[src/rtl/echo_pkg.sv]
// Shared types and defaults for the echo delay-line sequencer.
// Optional build macro: ECHO_OVERRUN_CNT_EN.
package echo_pkg;

    localparam int ECHO_DATA_W = 16;
    localparam int ECHO_ADDR_W = 12;
    localparam int SEQ_LATENCY = 4;

    typedef enum logic [2:0] {
        IDLE,
        READ,
        WAIT,
        WRITE,
        DONE
    } echo_seq_state_t;

endpackage

[src/rtl/echo_delay_sequencer_if.sv]
// Delay-line RAM port bundle: the sequencer is master, the RAM is slave.
// Optional build macro: ECHO_OVERRUN_CNT_EN (not used here).
interface echo_delay_sequencer_if
    import echo_pkg::*;
#(
    parameter int DATA_W = ECHO_DATA_W,
    parameter int ADDR_W = ECHO_ADDR_W
);

    logic [ADDR_W-1:0] ram_addr;
    logic              ram_we;
    logic [DATA_W-1:0] ram_din;
    logic [DATA_W-1:0] ram_dout;

    modport master (
        output ram_addr,
        output ram_we,
        output ram_din,
        input  ram_dout
    );

    modport slave (
        input  ram_addr,
        input  ram_we,
        input  ram_din,
        output ram_dout
    );

endinterface

[src/rtl/echo_ptr_ring.sv]
// Circular write pointer, saturating fill count and delayed read address.
// Optional build macro: ECHO_OVERRUN_CNT_EN (not used here).
module echo_ptr_ring
    import echo_pkg::*;
#(
    parameter int ADDR_W = ECHO_ADDR_W
) (
    input  logic              clk,
    input  logic              reset,
    input  logic              advance,
    input  logic [ADDR_W-1:0] d,
    output logic [ADDR_W-1:0] rd_addr,
    output logic [ADDR_W-1:0] wr_addr,
    output logic [ADDR_W-1:0] filled
);

    logic [ADDR_W-1:0] wp;
    logic [ADDR_W-1:0] fill;

    always_ff @(posedge clk) begin
        if (reset) begin
            wp   <= '0;
            fill <= '0;
        end else if (advance) begin
            wp <= wp + 1'b1;
            if (fill != '1) begin
                fill <= fill + 1'b1;
            end
        end
    end

    // Modulo-depth subtraction; d at max lands on wp+1.
    assign rd_addr = wp - d;
    assign wr_addr = wp;
    assign filled  = fill;

endmodule

[src/rtl/echo_delay_sequencer.sv]
// Read-then-write sequencer for the echo delay-line RAM.
// Optional build macro: ECHO_OVERRUN_CNT_EN adds overrun_cnt.
module echo_delay_sequencer
    import echo_pkg::*;
#(
    parameter int DATA_W = ECHO_DATA_W,
    parameter int ADDR_W = ECHO_ADDR_W
) (
    input  logic                   clk,
    input  logic                   reset,
    input  logic                   new_sample_ready,
    input  logic [DATA_W-1:0]      sample_in,
    input  logic [ADDR_W-1:0]      delay_len,
    echo_delay_sequencer_if.master ram,
    output logic [DATA_W-1:0]      echoed_sample,
    output logic                   echoed_valid,
`ifdef ECHO_OVERRUN_CNT_EN
    output logic [7:0]             overrun_cnt,
`endif
    output logic                   busy
);

    echo_seq_state_t state;

    logic              nsr_d;
    logic              evt;
    logic [DATA_W-1:0] s;
    logic [ADDR_W-1:0] d;
    logic [DATA_W-1:0] e_next;
    logic [ADDR_W-1:0] rd_addr;
    logic [ADDR_W-1:0] wr_addr;
    logic [ADDR_W-1:0] filled;
    logic              advance;

    assign evt     = new_sample_ready & ~nsr_d;
    assign advance = (state == DONE);
    assign busy    = (state != IDLE);

    echo_ptr_ring #(
        .ADDR_W (ADDR_W)
    ) u_ring (
        .clk     (clk),
        .reset   (reset),
        .advance (advance),
        .d       (d),
        .rd_addr (rd_addr),
        .wr_addr (wr_addr),
        .filled  (filled)
    );

    // Unwritten slots read as silence; zero delay bypasses the RAM.
    always_comb begin
        e_next = ram.ram_dout;
        if (d == '0) begin
            e_next = s;
        end else if (filled < d) begin
            e_next = '0;
        end
    end

    always_ff @(posedge clk) begin
        if (reset) begin
            state         <= IDLE;
            nsr_d         <= 1'b0;
            s             <= '0;
            d             <= '0;
            echoed_sample <= '0;
            echoed_valid  <= 1'b0;
        end else begin
            nsr_d        <= new_sample_ready;
            echoed_valid <= 1'b0;
            unique case (state)
                IDLE: begin
                    if (evt) begin
                        s     <= sample_in;
                        d     <= delay_len;
                        state <= READ;
                    end
                end
                READ:  state <= WAIT;
                WAIT:  state <= WRITE;
                WRITE: begin
                    echoed_sample <= e_next;
                    echoed_valid  <= 1'b1;
                    state         <= DONE;
                end
                DONE:    state <= IDLE;
                default: state <= IDLE;
            endcase
        end
    end

    always_comb begin
        ram.ram_addr = '0;
        ram.ram_we   = 1'b0;
        ram.ram_din  = '0;
        unique case (1'b1)
            (state == READ),
            (state == WAIT): begin
                ram.ram_addr = rd_addr;
            end
            (state == WRITE): begin
                ram.ram_addr = wr_addr;
                ram.ram_we   = 1'b1;
                ram.ram_din  = s;
            end
            default: begin
                ram.ram_addr = '0;
            end
        endcase
    end

`ifdef ECHO_OVERRUN_CNT_EN
    always_ff @(posedge clk) begin
        if (reset) begin
            overrun_cnt <= '0;
        end else if (evt && busy && overrun_cnt != 8'hFF) begin
            overrun_cnt <= overrun_cnt + 8'd1;
        end
    end
`endif

endmodule
[src/flat_wrapper.sv]
// flat-port wrapper written by rule: the top's interface ports become plain ports
module echo_delay_sequencer_flat import echo_pkg::*;
#(
    parameter int DATA_W = ECHO_DATA_W,
    parameter int ADDR_W = ECHO_ADDR_W
)
  (clk, reset, new_sample_ready, sample_in, delay_len, echoed_sample, echoed_valid, busy, ram_ram_addr, ram_ram_we, ram_ram_din, ram_ram_dout);
  echo_delay_sequencer_if #(.DATA_W(DATA_W), .ADDR_W(ADDR_W)) ram_i ();
  input  logic clk;
  input  logic reset;
  input  logic new_sample_ready;
  input  logic [DATA_W-1:0] sample_in;
  input  logic [ADDR_W-1:0] delay_len;
  output logic [DATA_W-1:0] echoed_sample;
  output logic echoed_valid;
  output logic busy;
  output wire logic [$bits(ram_i.ram_addr)-1:0] ram_ram_addr;
  output wire logic [$bits(ram_i.ram_we)-1:0] ram_ram_we;
  output wire logic [$bits(ram_i.ram_din)-1:0] ram_ram_din;
  input wire logic [$bits(ram_i.ram_dout)-1:0] ram_ram_dout;
  assign ram_ram_addr = ram_i.ram_addr;
  assign ram_ram_we = ram_i.ram_we;
  assign ram_ram_din = ram_i.ram_din;
  assign ram_i.ram_dout = ram_ram_dout;
  echo_delay_sequencer #(.DATA_W(DATA_W), .ADDR_W(ADDR_W)) u_core (.clk(clk), .reset(reset), .new_sample_ready(new_sample_ready), .sample_in(sample_in), .delay_len(delay_len), .ram(ram_i), .echoed_sample(echoed_sample), .echoed_valid(echoed_valid), .busy(busy));
endmodule
[config.mk]
export PLATFORM = sky130hd
export DESIGN_NAME = echo_delay_sequencer_flat
export DESIGN_NICKNAME = d
export VERILOG_FILES = /design/src/rtl/echo_pkg.sv /design/src/rtl/echo_delay_sequencer_if.sv /design/src/rtl/echo_ptr_ring.sv /design/src/rtl/echo_delay_sequencer.sv /design/src/flat_wrapper.sv
export SDC_FILE = /design/constraint.sdc
export NUM_CORES = 1
export LEC_CHECK = 0
export ABC_AREA = 1
export CAP_MARGIN = 10
export CORE_MARGIN = 1
export CORE_UTILIZATION = 56
export CTS_CLUSTER_DIAMETER = 80
export DETAILED_ROUTE_END_ITERATION = 8
export HOLD_SLACK_MARGIN = 0.08
export PLACE_DENSITY = 0.87
export SYNTH_ARGS = -nofsm -noshare
export SYNTH_HDL_FRONTEND = slang
export SYNTH_SLANG_ARGS = --single-unit
[constraint.sdc]
create_clock -name clk -period 3 [get_ports clk]
set_clock_uncertainty 0.15 [all_clocks]
set_input_delay 0.6 -clock clk [delete_from_list [all_inputs] [get_ports clk]]
set_output_delay 0.6 -clock clk [all_outputs]
set_load 0.005 [all_outputs]
==> out/summary.log, run 1 <==
[timing] Final Critical Period 2.91 ns
[finish] Fill cells 544
[min_path] endpoint of the worst hold path u_core.s[1]$_SDFFE_PP0P_
[critical_path] type of the worst setup path reg -> out
[drt] number of vias in the routed layout 4,808
[clock_network] CTS tree built
[clock_network] Clock transition at path regs 0.09 ns
[floorplan] Die Width 90.7 um
[critical_path] arrival time of the worst setup path 2.16 ns
[drt] detailed-route vias per instance 5.48
[global_routing] GRT Resource Usage Total 0.319
[drt] number of search-and-repair iterations in the first detailed-routing pass 6
[power_and_ir_drop] net switching power of the design 0.000843 W
[critical_path] crit-path most repeated cell sky130_fd_sc_hd__nand2_1
[global_routing] via count of the first global-routing pass 4,616
[critical_path] critical path fanouts, max 5
[power_and_ir_drop] share of total power consumed by net switching 0.327
[finish] Seq. cell area 0.00148 mm^2
[clock_network] total clock buffers created by CTS 9
[critical_path] R2R Path End u_core.echoed_sample[2]$_SDFFE_PP0P_
[critical_path] Worst Path Required 2.25 ns
[min_path] Hold/Removal Path Class reg -> reg
[critical_path] type of destination of the critical path output port
[placement] number of cells after detailed placement 860
[yosys] area of the mapped netlist 0.00441 mm^2
[critical_path] biggest cell delay along the critical path 0.50 ns
[clock_network] clk sinks 73
[min_path] number of instances on the worst hold path 2
[power_and_ir_drop] power share of the clock group 0.320
[outcome] result of the run complete, no violations
[power_and_ir_drop] power consumption 0.00258 W
[finish] Non-Filler Instances 878
[timing] final hold vios 0
[critical_path] worst reg-to-reg path cell count 8
[yosys] post-synth top area share 0.332
[critical_path] Critical-path top delay cell sky130_fd_sc_hd__clkdlybuf4s50_1
[drt] metal3 WL 926 um
[global_routing] global-route congestion overflow total 0
[floorplan] initial standard-cell utilization of the core 0.595
[floorplan] Core Rows 31
[timing] actual slew at the worst max-slew pin 0.775 ns
[yosys] Post-synth EDFFs 0
[drt] Post-route DRC 0
[finish] area growth from synthesis to layout 33.1%
[clock_network] H-tree depth 3
[finish] multi-input logic area 0.00265 mm^2
[drt] routed metal-1 wire length 5270 um
[clock_network] deepest clock path buffer count 2
[power_and_ir_drop] Pwr Density 440 mW/mm^2
[global_routing] maximum number of pins on one net before global-route repair 57
[yosys] cell types occupying the most area after synthesis sky130_fd_sc_hd__dfxtp_1 33%, sky130_fd_sc_hd__nand2_1 18%, sky130_fd_sc_hd__inv_1 7.5%
[power_and_ir_drop] Logic pwr share 0.273
[power_and_ir_drop] Seq pwr share 0.407
[clock_network] Clock Tree Root sky130_fd_sc_hd__clkbuf_8
[yosys] Post-Synthesis Mean Instance Area 6.51 um^2
[yosys] number of storage elements in the synthesis netlist 73
[timing] Max transition margin 0.482
[floorplan] count of pins on the block boundary 94
[yosys] dominant register cell in the synthesized netlist sky130_fd_sc_hd__dfxtp_1
[yosys] total of warnings raised by yosys 0
[drt] wire length on met2 6440 um
[critical_path] RR Startpoint u_core.d[11]$_SDFFE_PP0P_
[critical_path] R2R setup slack 0.88 ns
[yosys] Post-synth ARST share 0
[critical_path] critical path startpoint category flop
[power_and_ir_drop] peak supply drop 0.000373 V
[placement] final HPWL from detailed placement 9250 um
[clock_network] clk_lat worst skew 0.35 ns
[yosys] most repeated cell in the gate-level netlist after synthesis sky130_fd_sc_hd__nand2_1
[critical_path] cell chain of the critical path inv_2 -> ha_1 -> nand3_2 -> nand3_4 -> nand2_1 -> nand3_1 -> nand2_1 -> o21ai_2 -> clkdlybuf4s50_1
[power_and_ir_drop] cell internal pwr 0.00174 W
[yosys] share of synthesized area occupied by flip-flops and latches 0.332
[global_routing] initial antenna violation count 0
[drt] remaining antenna violation count after routing 0
[timing] final number of max-transition violations 0
[drt] uppermost metal layer occupied by signal nets met4
[global_routing] global-route wire length before repair 21,000 um
[floorplan] Die Y-Extent 90.7 um
[yosys] library cell with the largest summed area after synthesis sky130_fd_sc_hd__dfxtp_1
[min_path] worst hold path startpoint u_core.s[1]$_SDFFE_PP0P_
[finish] nets 846
[yosys] number of nets produced by synthesis 749
[drt] detailed router's first-iteration violation count 230
[placement] final RePlAce weighted congestion 0.955
[floorplan] Total Die Area 0.00823 mm^2
[yosys] most instantiated cells after synthesis 215 x sky130_fd_sc_hd__nand2_1, 88 x sky130_fd_sc_hd__inv_1, 73 x sky130_fd_sc_hd__dfxtp_1
[timing] final setup violation count 0
[finish] antenna fix cells 0
[timing] highest achievable clock rate 344 MHz
[placement] Port Buf Inserts 93
[timing] share of the cycle needed by the critical path after routing 0.970
[drt] Routed Wire Length 13,000 um
[yosys] count of mapped cells out of synthesis 677
[finish] proportion of layout cells with a drive suffix above 1 0.145
[yosys] number of unique standard cell types used by synthesis 32
[power_and_ir_drop] leakage power figure 2.63 nW
[clock_network] hold-fix buffer count after cts 0
[drt] Routed WL per cell 14.8 um
[timing] unrepaired setup endpoints after global routing true
[flow_run] Max Cap Violations 0
[floorplan] CORE AREA 0.00741 mm^2
## layer usage
metal / GRT usage / up-vias
met2: 0.556 / 207
li1: - / 2347
met3: 0.0808 / 39
met5: 0 / -
met1: 0.365 / 2215
met4: 0.142 / 0
## how the worst max path moves through the flow
stage | startpoint | endpoint | depth (start not counted)
final | u_core.d[1]$_SDFFE_PP0P_ | ram_ram_addr[5] | 9
after floorplan | u_core.u_ring.wr_addr[0]$_SDFFE_PP0P_ | ram_ram_addr[8] | 11
after detailed placement | u_core.u_ring.wr_addr[0]$_SDFFE_PP0P_ | ram_ram_addr[8] | 12
after CTS | u_core.d[8]$_SDFFE_PP0P_ | ram_ram_addr[9] | 9
after global routing | u_core.d[2]$_SDFFE_PP0P_ | ram_ram_addr[9] | 12
after global placement | u_core.u_ring.wr_addr[0]$_SDFFE_PP0P_ | ram_ram_addr[8] | 12
## worst max-delay path: cells and delay by family (launching register included)
| family | cells | cell delay (ns) |
|---|---|---|
| buffers and inverters | 2 | 0.57 |
| and+or+nand+nor | 5 | 0.44 |
| DFF | 1 | 0.35 |
| adders and majority gates | 1 | 0.33 |
| AOI/OAI and AO/OA | 1 | 0.11 |
## repair_timing
action                     CTS  global route
setup endpoints to repair   10             9
setup buffers                1             1
pin swaps                    1             2
gates resized for setup     23            43
## kinds of logic (layout without fill, tap and decap cells)
logic type / count (synthesis) / in the layout / share of synthesized area
AO/OA/AOI/OAI: 110 / 110 / 0.128
flip-flops: 73 / 73 / 0.332
buffers and inverters: 113 / 215 / 0.108
adder cells (fa/ha/maj): 25 / 25 / 0.0727
XOR/XNOR: 6 / 6 / 0.0119
AND/OR/NAND/NOR: 350 / 350 / 0.348
## metrics by stage
step | TNS [ns] | setup slack [ns] | util | hold WS, ns | instance area, um^2
floorplan | 0 | 0.640 | - | 0.280 | 4410
global placement | 0 | 0.139 | 0.734 | 0.291 | 5440
detailed placement | 0 | 0.0976 | 0.734 | 0.295 | 5440
CTS | 0 | 0.00643 | 0.778 | 0.309 | 5770
global route | -0.0821 | -0.0454 | 0.792 | 0.336 | 5870
finish | 0 | 0.0894 | 0.792 | 0.308 | 5870
## state kept, by name (all words and copies together) (netlist names)
register and count:
u_core.d 12, u_core.echoed_sample 16, u_core.echoed_valid 1, u_core.nsr_d 1, u_core.s 16, u_core.state 3
u_core.u_ring.filled 12, u_core.u_ring.wr_addr 12
## power by group through the flow
stage	Sequential (W)	Clock (W)	Combinational, W
finish	0.00105	0.000826	0.000706
global route	0.00106	0.000880	0.000780
CTS	0.00105	0.000833	0.000658
detailed placement	0.00107	0	0.000645
global placement	0.00107	0	0.000628
floorplan	0.00106	0	0.000397
## placed cells by master, fill, tap and decap left out, types with 4 or more instances in the layout
| cell | instances |
|---|---|
| sky130_fd_sc_hd__nand2_1 | 211 |
| sky130_fd_sc_hd__clkdlybuf4s50_1 | 85 |
| sky130_fd_sc_hd__inv_1 | 76 |
| sky130_fd_sc_hd__dfxtp_1 | 60 |
| sky130_fd_sc_hd__a21oi_1 | 57 |
| sky130_fd_sc_hd__nor2_1 | 44 |
| sky130_fd_sc_hd__o21ai_0 | 43 |
| sky130_fd_sc_hd__nand3_1 | 40 |
| sky130_fd_sc_hd__inv_2 | 15 |
| sky130_fd_sc_hd__nor2_2 | 15 |
| sky130_fd_sc_hd__ha_1 | 15 |
| sky130_fd_sc_hd__buf_4 | 12 |
| sky130_fd_sc_hd__nand4_1 | 11 |
| sky130_fd_sc_hd__dfxtp_2 | 11 |
| sky130_fd_sc_hd__nand2_2 | 10 |
| sky130_fd_sc_hd__clkbuf_8 | 10 |
| sky130_fd_sc_hd__ha_4 | 9 |
| sky130_fd_sc_hd__nand3_2 | 6 |
| sky130_fd_sc_hd__dlygate4sd2_1 | 5 |
| sky130_fd_sc_hd__xnor2_1 | 4 |
## layout make-up
type / count / area share
clock buffers: 10 / 0.0235
flip-flops and latches: 73 / 0.253
inverters: 93 / 0.0604
multi-input cells: 491 / 0.452
well taps: 99 / 0.0211
repair buffers: 106 / 0.178
clock inverters: 6 / 0.0126
Power figures use the tool's default switching activity.
==> run 2, diff against run 1 <==
GPL_TIMING_DRIVEN = 0   (was unset)
==> out/summary.log, run 2 (synthesis results as in run 1) <==
[placement] final RePlAce weighted congestion 0.906 [was 0.955]
[min_path] Hold/Removal Path Class reg -> reg [unchanged]
[drt] number of search-and-repair iterations in the first detailed-routing pass 6 [unchanged]
[critical_path] Worst Path Required 2.25 ns [about the same]
[min_path] worst hold path startpoint u_core.s[15]$_SDFFE_PP0P_ [was u_core.s[1]$_SDFFE_PP0P_]
[drt] Routed Wire Length 13,400 um [was 13,000 um]
[timing] actual slew at the worst max-slew pin 0.572 ns [was 0.775 ns]
[clock_network] Clock transition at path regs 0.08 ns [was 0.09 ns]
[critical_path] worst setup path endpoint ram_ram_addr[2] [was ram_ram_addr[5]]
[critical_path] startpoint of the most critical setup path u_core.u_ring.wr_addr[0]$_SDFFE_PP0P_ [was u_core.d[1]$_SDFFE_PP0P_]
[clock_network] clk sinks 73 [unchanged]
[floorplan] CORE AREA 0.00741 mm^2 [unchanged]
[global_routing] maximum number of pins on one net before global-route repair 13 [was 57]
[global_routing] global-route congestion overflow total 0 [unchanged]
[finish] antenna fix cells 0 [unchanged]
[critical_path] critical path depth 9 [unchanged]
[timing] unrepaired setup endpoints after global routing true [unchanged]
[global_routing] initial antenna violation count 0 [unchanged]
[timing] highest achievable clock rate 339 MHz [was 344 MHz]
[power_and_ir_drop] Pwr Density 430 mW/mm^2 [was 440 mW/mm^2]
[drt] detailed-route vias per instance 5.47 [was 5.48]
[clock_network] deepest clock path buffer count 2 [unchanged]
[drt] Routed WL per cell 15.0 um [was 14.8 um]
[floorplan] Die Width 90.7 um [unchanged]
[finish] Fill cells 520 [was 544]
[critical_path] R2R Path End u_core.echoed_sample[6]$_SDFFE_PP0P_ [was u_core.echoed_sample[2]$_SDFFE_PP0P_]
[drt] number of vias in the routed layout 4,909 [was 4,808]
[critical_path] arrival time of the worst setup path 2.20 ns [was 2.16 ns]
[timing] final number of max-transition violations 0 [unchanged]
[timing] Max transition margin 0.619 [was 0.482]
[drt] detailed router's first-iteration violation count 251 [was 230]
[finish] final non-filler cell area 0.00596 mm^2 [was 0.00587 mm^2]
[critical_path] type of the worst setup path reg -> out [unchanged]
[drt] Post-route DRC 0 [unchanged]
[timing] final hold vios 0 [unchanged]
[floorplan] count of pins on the block boundary 94 [unchanged]
[drt] remaining antenna violation count after routing 0 [unchanged]
[global_routing] via count of the first global-routing pass 4,615 [was 4,616]
[finish] most common library cell in the layout ignoring fill and taps sky130_fd_sc_hd__nand2_1 [unchanged]
[finish] multi-input logic area 0.00267 mm^2 [was 0.00265 mm^2]
[critical_path] critical path startpoint category flop [unchanged]
[timing] share of the cycle needed by the critical path after routing 0.984 [was 0.970]
[critical_path] crit-path most repeated cell sky130_fd_sc_hd__inv_2 [was sky130_fd_sc_hd__nand2_1]
[finish] Seq. cell area 0.00149 mm^2 [was 0.00148 mm^2]
[placement] Placed Instance Area 0.00546 mm^2 [was 0.00544 mm^2]
[global_routing] GRT Resource Usage Total 0.330 [was 0.319]
[critical_path] worst reg-to-reg path cell count 9 [was 8]
[finish] area growth from synthesis to layout 35.4% [was 33.1%]
[critical_path] type of destination of the critical path output port [unchanged]
[outcome] result of the run complete, no violations [unchanged]
[placement] Port Buf Inserts 93 [unchanged]
[critical_path] RR Startpoint u_core.d[11]$_SDFFE_PP0P_ [unchanged]
[clock_network] clk_lat worst skew 0.36 ns [was 0.35 ns]
[critical_path] cell family with most CP delay buffers and inverters [unchanged]
[critical_path] R2R setup slack 0.95 ns [was 0.88 ns]
[floorplan] Core Rows 31 [unchanged]
[power_and_ir_drop] peak supply drop 0.000282 V [was 0.000373 V]
[critical_path] critical path fanouts, max 3 [was 5]
[timing] Final Critical Period 2.95 ns [was 2.91 ns]
[clock_network] CTS tree built [unchanged]
[clock_network] Clock Tree Root sky130_fd_sc_hd__clkbuf_8 [unchanged]
[floorplan] Total Die Area 0.00823 mm^2 [unchanged]
[timing] worst hold-check slack 0.304 ns [was 0.308 ns]
[critical_path] buffers and inverters on the worst path 5 [was 2]
[clock_network] total clock buffers created by CTS 9 [unchanged]
[finish] Non-Filler Instances 897 [was 878]
[placement] number of cells after detailed placement 869 [was 860]
[power_and_ir_drop] leakage power figure 2.65 nW [was 2.63 nW]
[critical_path] Critical-path top delay cell sky130_fd_sc_hd__fa_2 [was sky130_fd_sc_hd__clkdlybuf4s50_1]
[floorplan] initial standard-cell utilization of the core 0.595 [unchanged]
[flow_run] Max Cap Violations 0 [unchanged]
[finish] top flop regs u_core.echoed_sample (16), u_core.s (16) [unchanged]
[placement] final HPWL from detailed placement 9820 um [was 9250 um]
[clock_network] H-tree depth 3 [unchanged]
[finish] proportion of layout cells with a drive suffix above 1 0.169 [was 0.145]
[critical_path] cell chain of the critical path inv_2 -> ha_2 -> inv_2 -> fa_2 -> buf_4 -> nand2_1 -> inv_1 -> o32ai_1 -> dlygate4sd2_1 [was inv_2 -> ha_1 -> nand3_2 -> nand3_4 -> nand2_1 -> nand3_1 -> nand2_1 -> o21ai_2 -> clkdlybuf4s50_1]
[finish] nets 866 [was 846]
[finish] most used cells in the layout excluding fill and tap cells 207 x sky130_fd_sc_hd__nand2_1, 85 x sky130_fd_sc_hd__clkdlybuf4s50_1, 76 x sky130_fd_sc_hd__inv_1, 57 x sky130_fd_sc_hd__a21oi_1, 57 x sky130_fd_sc_hd__dfxtp_1 [was 211 x sky130_fd_sc_hd__nand2_1, 85 x sky130_fd_sc_hd__clkdlybuf4s50_1, 76 x sky130_fd_sc_hd__inv_1, 60 x sky130_fd_sc_hd__dfxtp_1, 57 x sky130_fd_sc_hd__a21oi_1]
[critical_path] biggest cell delay along the critical path 0.37 ns [was 0.50 ns]
[clock_network] hold-fix buffer count after cts 0 [unchanged]
[floorplan] Die Y-Extent 90.7 um [unchanged]
[timing] final setup violation count 0 [unchanged]
[global_routing] global-route wire length before repair 21,600 um [was 21,000 um]
-- run 2: changes by cell type in the layout (fill, tap and decap cells not counted), moves of 4 or more --
cell / delta
sky130_fd_sc_hd__buf_2: +7
sky130_fd_sc_hd__buf_4: +4
sky130_fd_sc_hd__nand2_1: -4
sky130_fd_sc_hd__buf_6: +4
sky130_fd_sc_hd__clkbuf_1: +6
-- run 2: stage by stage --
step           utilization  worst slack, ns  setup TNS, ns  power [W]
6_report             0.805           0.0475              0    0.00257
4_1_cts              0.784          -0.0113        -0.0113    0.00250
2_1_floorplan            -            0.640              0    0.00146
3_5_place_dp         0.737          -0.0831         -0.145    0.00173
3_3_place_gp         0.737          -0.0452        -0.0826    0.00171
5_1_grt              0.805          -0.0539         -0.103    0.00269
-- run 2: layer usage --
metal | wire (um) | GRT usage | vias to the layer above | share of wire
met1 | 5670 | 0.400 | 2307 | 0.42
met2 | 6600 | 0.573 | 174 | 0.49
met5 | 0 | 0 | - | 0
met3 | 781 | 0.0564 | 31 | 0.058
li1 | - | - | 2397 | -
met4 | 366 | 0.141 | 0 | 0.027
-- run 2: area by class of cell --
class                           instances  share of cell area
Sequential cell                        73               0.250
Clock buffer                            9              0.0208
Timing Repair Buffer                  106               0.171
Clock inverter                          6              0.0101
Multi-Input combinational cell        491               0.447
Buffer                                 20              0.0210
Inverter                               93              0.0589
Tap cell                               99              0.0208
-- run 2: power breakdown --
part	total [W]	leakage [nW]	switching (W)	internal (W)
sequential	0.00105	0.603	0.0000293	0.00102
combinational	0.000760	1.96	0.000432	0.000328
clock	0.000755	0.0909	0.000380	0.000375
-- run 2: timing repair --
action	CTS	global route
cloned	0	0
setup buffers	4	9
setup endpoints to repair	11	9
pin swaps	4	5
resized for setup	39	44
-- run 2: worst min path at each step --
stage / cells past startpoint / endpoint / slack (ns)
2_1_floorplan: 2 / u_core.s[2]$_SDFFE_PP0P_ / 0.28
3_3_place_gp: 2 / u_core.s[2]$_SDFFE_PP0P_ / 0.29
3_5_place_dp: 2 / u_core.s[15]$_SDFFE_PP0P_ / 0.30
4_1_cts: 2 / u_core.s[15]$_SDFFE_PP0P_ / 0.31
5_1_grt: 2 / u_core.s[5]$_SDFFE_PP0P_ / 0.34
6_report: 2 / u_core.s[15]$_SDFFE_PP0P_ / 0.30
-- run 2: worst min-delay path, delay by kind of cell (launching register included) --
kind            cells  cell delay (ns)
compound gates      1             0.05
buf+inv             1             0.06
flops               1             0.30
==> run 3, diff against run 2 <==
TNS_END_PERCENT = 50   (was unset)
==> out/summary.log, run 3 (synthesis results as in run 1) <==
[global_routing] maximum number of pins on one net before global-route repair 13 [unchanged]
[clock_network] total clock buffers created by CTS 9 [unchanged]
[clock_network] CTS tree built [unchanged]
[power_and_ir_drop] power share of the clock group 0.296 [was 0.294]
[global_routing] via count of the first global-routing pass 4,544 [was 4,615]
[drt] Post-route DRC 0 [unchanged]
[clock_network] Clock transition at path regs 0.09 ns [was 0.08 ns]
[clock_network] H-tree depth 3 [unchanged]
[drt] detailed-route vias per instance 5.37 [was 5.47]
[global_routing] met1 Resource Use GR 0.400 [unchanged]
[finish] most common library cell in the layout ignoring fill and taps sky130_fd_sc_hd__nand2_1 [unchanged]
[power_and_ir_drop] Pwr Density 430 mW/mm^2 [about the same]
[global_routing] global-route wire length before repair 21,400 um [was 21,600 um]
[power_and_ir_drop] cell internal pwr 0.00172 W [about the same]
[flow_run] Max Cap Violations 0 [unchanged]
[critical_path] R2R Path End u_core.echoed_sample[6]$_SDFFE_PP0P_ [unchanged]
[timing] actual slew at the worst max-slew pin 0.582 ns [was 0.572 ns]
[drt] detailed router's first-iteration violation count 229 [was 251]
[critical_path] worst reg-to-reg path cell count 9 [unchanged]
[critical_path] Worst Path Required 2.25 ns [about the same]
[placement] worst slack at placement -0.0831 ns [unchanged]
[power_and_ir_drop] peak supply drop 0.000282 V [about the same]
[finish] antenna fix cells 0 [unchanged]
[timing] highest achievable clock rate 336 MHz [was 339 MHz]
[clock_network] hold-fix buffer count after cts 0 [unchanged]
[global_routing] met2 usage 0.566 [was 0.573]
[global_routing] initial antenna violation count 0 [unchanged]
[critical_path] startpoint of the most critical setup path u_core.state[0]$_SDFFE_PP0P_ [was u_core.u_ring.wr_addr[0]$_SDFFE_PP0P_]
[outcome] result of the run complete, no violations [unchanged]
[min_path] number of instances on the worst hold path 2 [unchanged]
[finish] nets 862 [was 866]
[power_and_ir_drop] Logic pwr share 0.291 [was 0.296]
[critical_path] RR Startpoint u_core.d[11]$_SDFFE_PP0P_ [unchanged]
[floorplan] Die Width 90.7 um [unchanged]
[finish] top flop regs u_core.echoed_sample (16), u_core.s (16) [unchanged]
[critical_path] critical path fanouts, max 10 [was 3]
[floorplan] Core Rows 31 [unchanged]
[finish] proportion of layout cells with a drive suffix above 1 0.155 [was 0.169]
[drt] number of vias in the routed layout 4,799 [was 4,909]
[timing] share of the cycle needed by the critical path after routing 0.993 [was 0.984]
[floorplan] initial standard-cell utilization of the core 0.595 [unchanged]
[drt] remaining antenna violation count after routing 0 [unchanged]
[critical_path] arrival time of the worst setup path 2.23 ns [was 2.20 ns]
[timing] final hold vios 0 [unchanged]
[drt] Routed Wire Length 13,200 um [was 13,400 um]
[timing] final setup margin 0.0215 ns [was 0.0475 ns]
[placement] Port Buf Inserts 93 [unchanged]
[finish] most used cells in the layout excluding fill and tap cells 209 x sky130_fd_sc_hd__nand2_1, 85 x sky130_fd_sc_hd__clkdlybuf4s50_1, 77 x sky130_fd_sc_hd__inv_1, 58 x sky130_fd_sc_hd__a21oi_1, 58 x sky130_fd_sc_hd__dfxtp_1 [was 207 x sky130_fd_sc_hd__nand2_1, 85 x sky130_fd_sc_hd__clkdlybuf4s50_1, 76 x sky130_fd_sc_hd__inv_1, 57 x sky130_fd_sc_hd__a21oi_1, 57 x sky130_fd_sc_hd__dfxtp_1]
[power_and_ir_drop] Seq pwr share 0.413 [was 0.409]
[critical_path] R2R setup slack 0.96 ns [was 0.95 ns]
[critical_path] critical path startpoint category flop [unchanged]
[global_routing] routing layer with the top usage in global route met2 [unchanged]
[timing] final setup violation count 0 [unchanged]
[drt] Routed WL per cell 14.8 um [was 15.0 um]
[global_routing] global-route congestion overflow total 0 [unchanged]
[timing] unrepaired setup endpoints after global routing true [unchanged]
[clock_network] clk_lat worst skew 0.36 ns [about the same]
[floorplan] Total Die Area 0.00823 mm^2 [unchanged]
[critical_path] type of destination of the critical path output port [unchanged]
[floorplan] Die Y-Extent 90.7 um [unchanged]
[finish] area growth from synthesis to layout 34.2% [was 35.4%]
[placement] final RePlAce weighted congestion 0.906 [unchanged]
[critical_path] type of the worst setup path reg -> out [unchanged]
[timing] Final Critical Period 2.98 ns [was 2.95 ns]
[floorplan] count of pins on the block boundary 94 [unchanged]
[clock_network] Clock Tree Root sky130_fd_sc_hd__clkbuf_8 [unchanged]
[floorplan] CORE AREA 0.00741 mm^2 [unchanged]
[clock_network] clk sinks 73 [unchanged]
[drt] number of search-and-repair iterations in the first detailed-routing pass 4 [was 6]
[clock_network] deepest clock path buffer count 2 [unchanged]
[critical_path] worst setup path endpoint ram_ram_addr[0] [was ram_ram_addr[2]]
[min_path] Hold/Removal Path Class reg -> reg [unchanged]
[timing] Max transition margin 0.612 [was 0.619]
[placement] final HPWL from detailed placement 9820 um [unchanged]
[global_routing] GRT Resource Usage Total 0.327 [was 0.330]
[global_routing] routing usage on met3 0.0556 [was 0.0564]
[power_and_ir_drop] net switching power of the design 0.000825 W [was 0.000842 W]
[timing] worst hold-check slack 0.304 ns [about the same]
[timing] final number of max-transition violations 0 [unchanged]
[power_and_ir_drop] share of total power consumed by net switching 0.324 [was 0.328]
[power_and_ir_drop] leakage power figure 2.63 nW [was 2.65 nW]
[run 3: worst max-delay path, stage by stage (launching register included)]
cell,delay [ns]
sky130_fd_sc_hd__dfxtp_1,0.40
sky130_fd_sc_hd__nand2_2,0.12
sky130_fd_sc_hd__nor2_8,0.21
sky130_fd_sc_hd__inv_2,0.15
sky130_fd_sc_hd__buf_2,0.22
sky130_fd_sc_hd__o22ai_1,0.23
sky130_fd_sc_hd__clkdlybuf4s50_1,0.54
[run 3: per-stage QoR]
stage | instance area, um^2 | total power [W] | utilization | TNS (ns) | std cells
2_1_floorplan | 4410 | 0.00146 | - | 0 | 677
3_3_place_gp | 5460 | 0.00171 | 0.737 | -0.0826 | 869
3_5_place_dp | 5460 | 0.00173 | 0.737 | -0.145 | 869
4_1_cts | 5760 | 0.00248 | 0.778 | -0.112 | 888
5_1_grt | 5910 | 0.00267 | 0.798 | -0.190 | 893
6_report | 5910 | 0.00254 | 0.798 | 0 | 893
[run 3: power groups by stage]
stage	Combinational [W]	Sequential, W	Clock (W)
finish	0.000740	0.00105	0.000753
global route	0.000816	0.00106	0.000801
CTS	0.000679	0.00105	0.000756
detailed placement	0.000664	0.00107	0
global placement	0.000639	0.00107	0
floorplan	0.000397	0.00106	0
[run 3: layout make-up]
| class | count | area, um^2 |
|---|---|---|
| plain buffers | 20 | 125 |
| clock buffers | 9 | 124 |
| clock inverters | 6 | 60.1 |
| fillers | 533 | 1500 |
| inverters | 93 | 349 |
| multi-input cells | 491 | 2660 |
| flip-flops and latches | 73 | 1490 |
| well taps | 99 | 124 |
| repair buffers | 102 | 988 |
[run 3: layer usage]
| layer | share of wire | up-vias |
|---|---|---|
| li1 | - | 2386 |
| met1 | 0.43 | 2226 |
| met2 | 0.49 | 156 |
| met3 | 0.060 | 31 |
| met4 | 0.026 | 0 |
| met5 | 0 | - |
[run 3: worst min path at each step]
stage	startpoint	endpoint	slack (ns)
floorplan	u_core.s[2]$_SDFFE_PP0P_	u_core.s[2]$_SDFFE_PP0P_	0.28
detailed placement	u_core.s[15]$_SDFFE_PP0P_	u_core.s[15]$_SDFFE_PP0P_	0.30
global placement	u_core.s[2]$_SDFFE_PP0P_	u_core.s[2]$_SDFFE_PP0P_	0.29
CTS	u_core.s[15]$_SDFFE_PP0P_	u_core.s[15]$_SDFFE_PP0P_	0.31
finish	u_core.s[15]$_SDFFE_PP0P_	u_core.s[15]$_SDFFE_PP0P_	0.30
global route	u_core.s[5]$_SDFFE_PP0P_	u_core.s[5]$_SDFFE_PP0P_	0.34
[run 3: what timing repair did]
item                                    CTS  global route
gates resized for setup                  27            44
endpoints found under the setup margin   11             9
pin swaps                                 2             6
setup buffers                             4             5
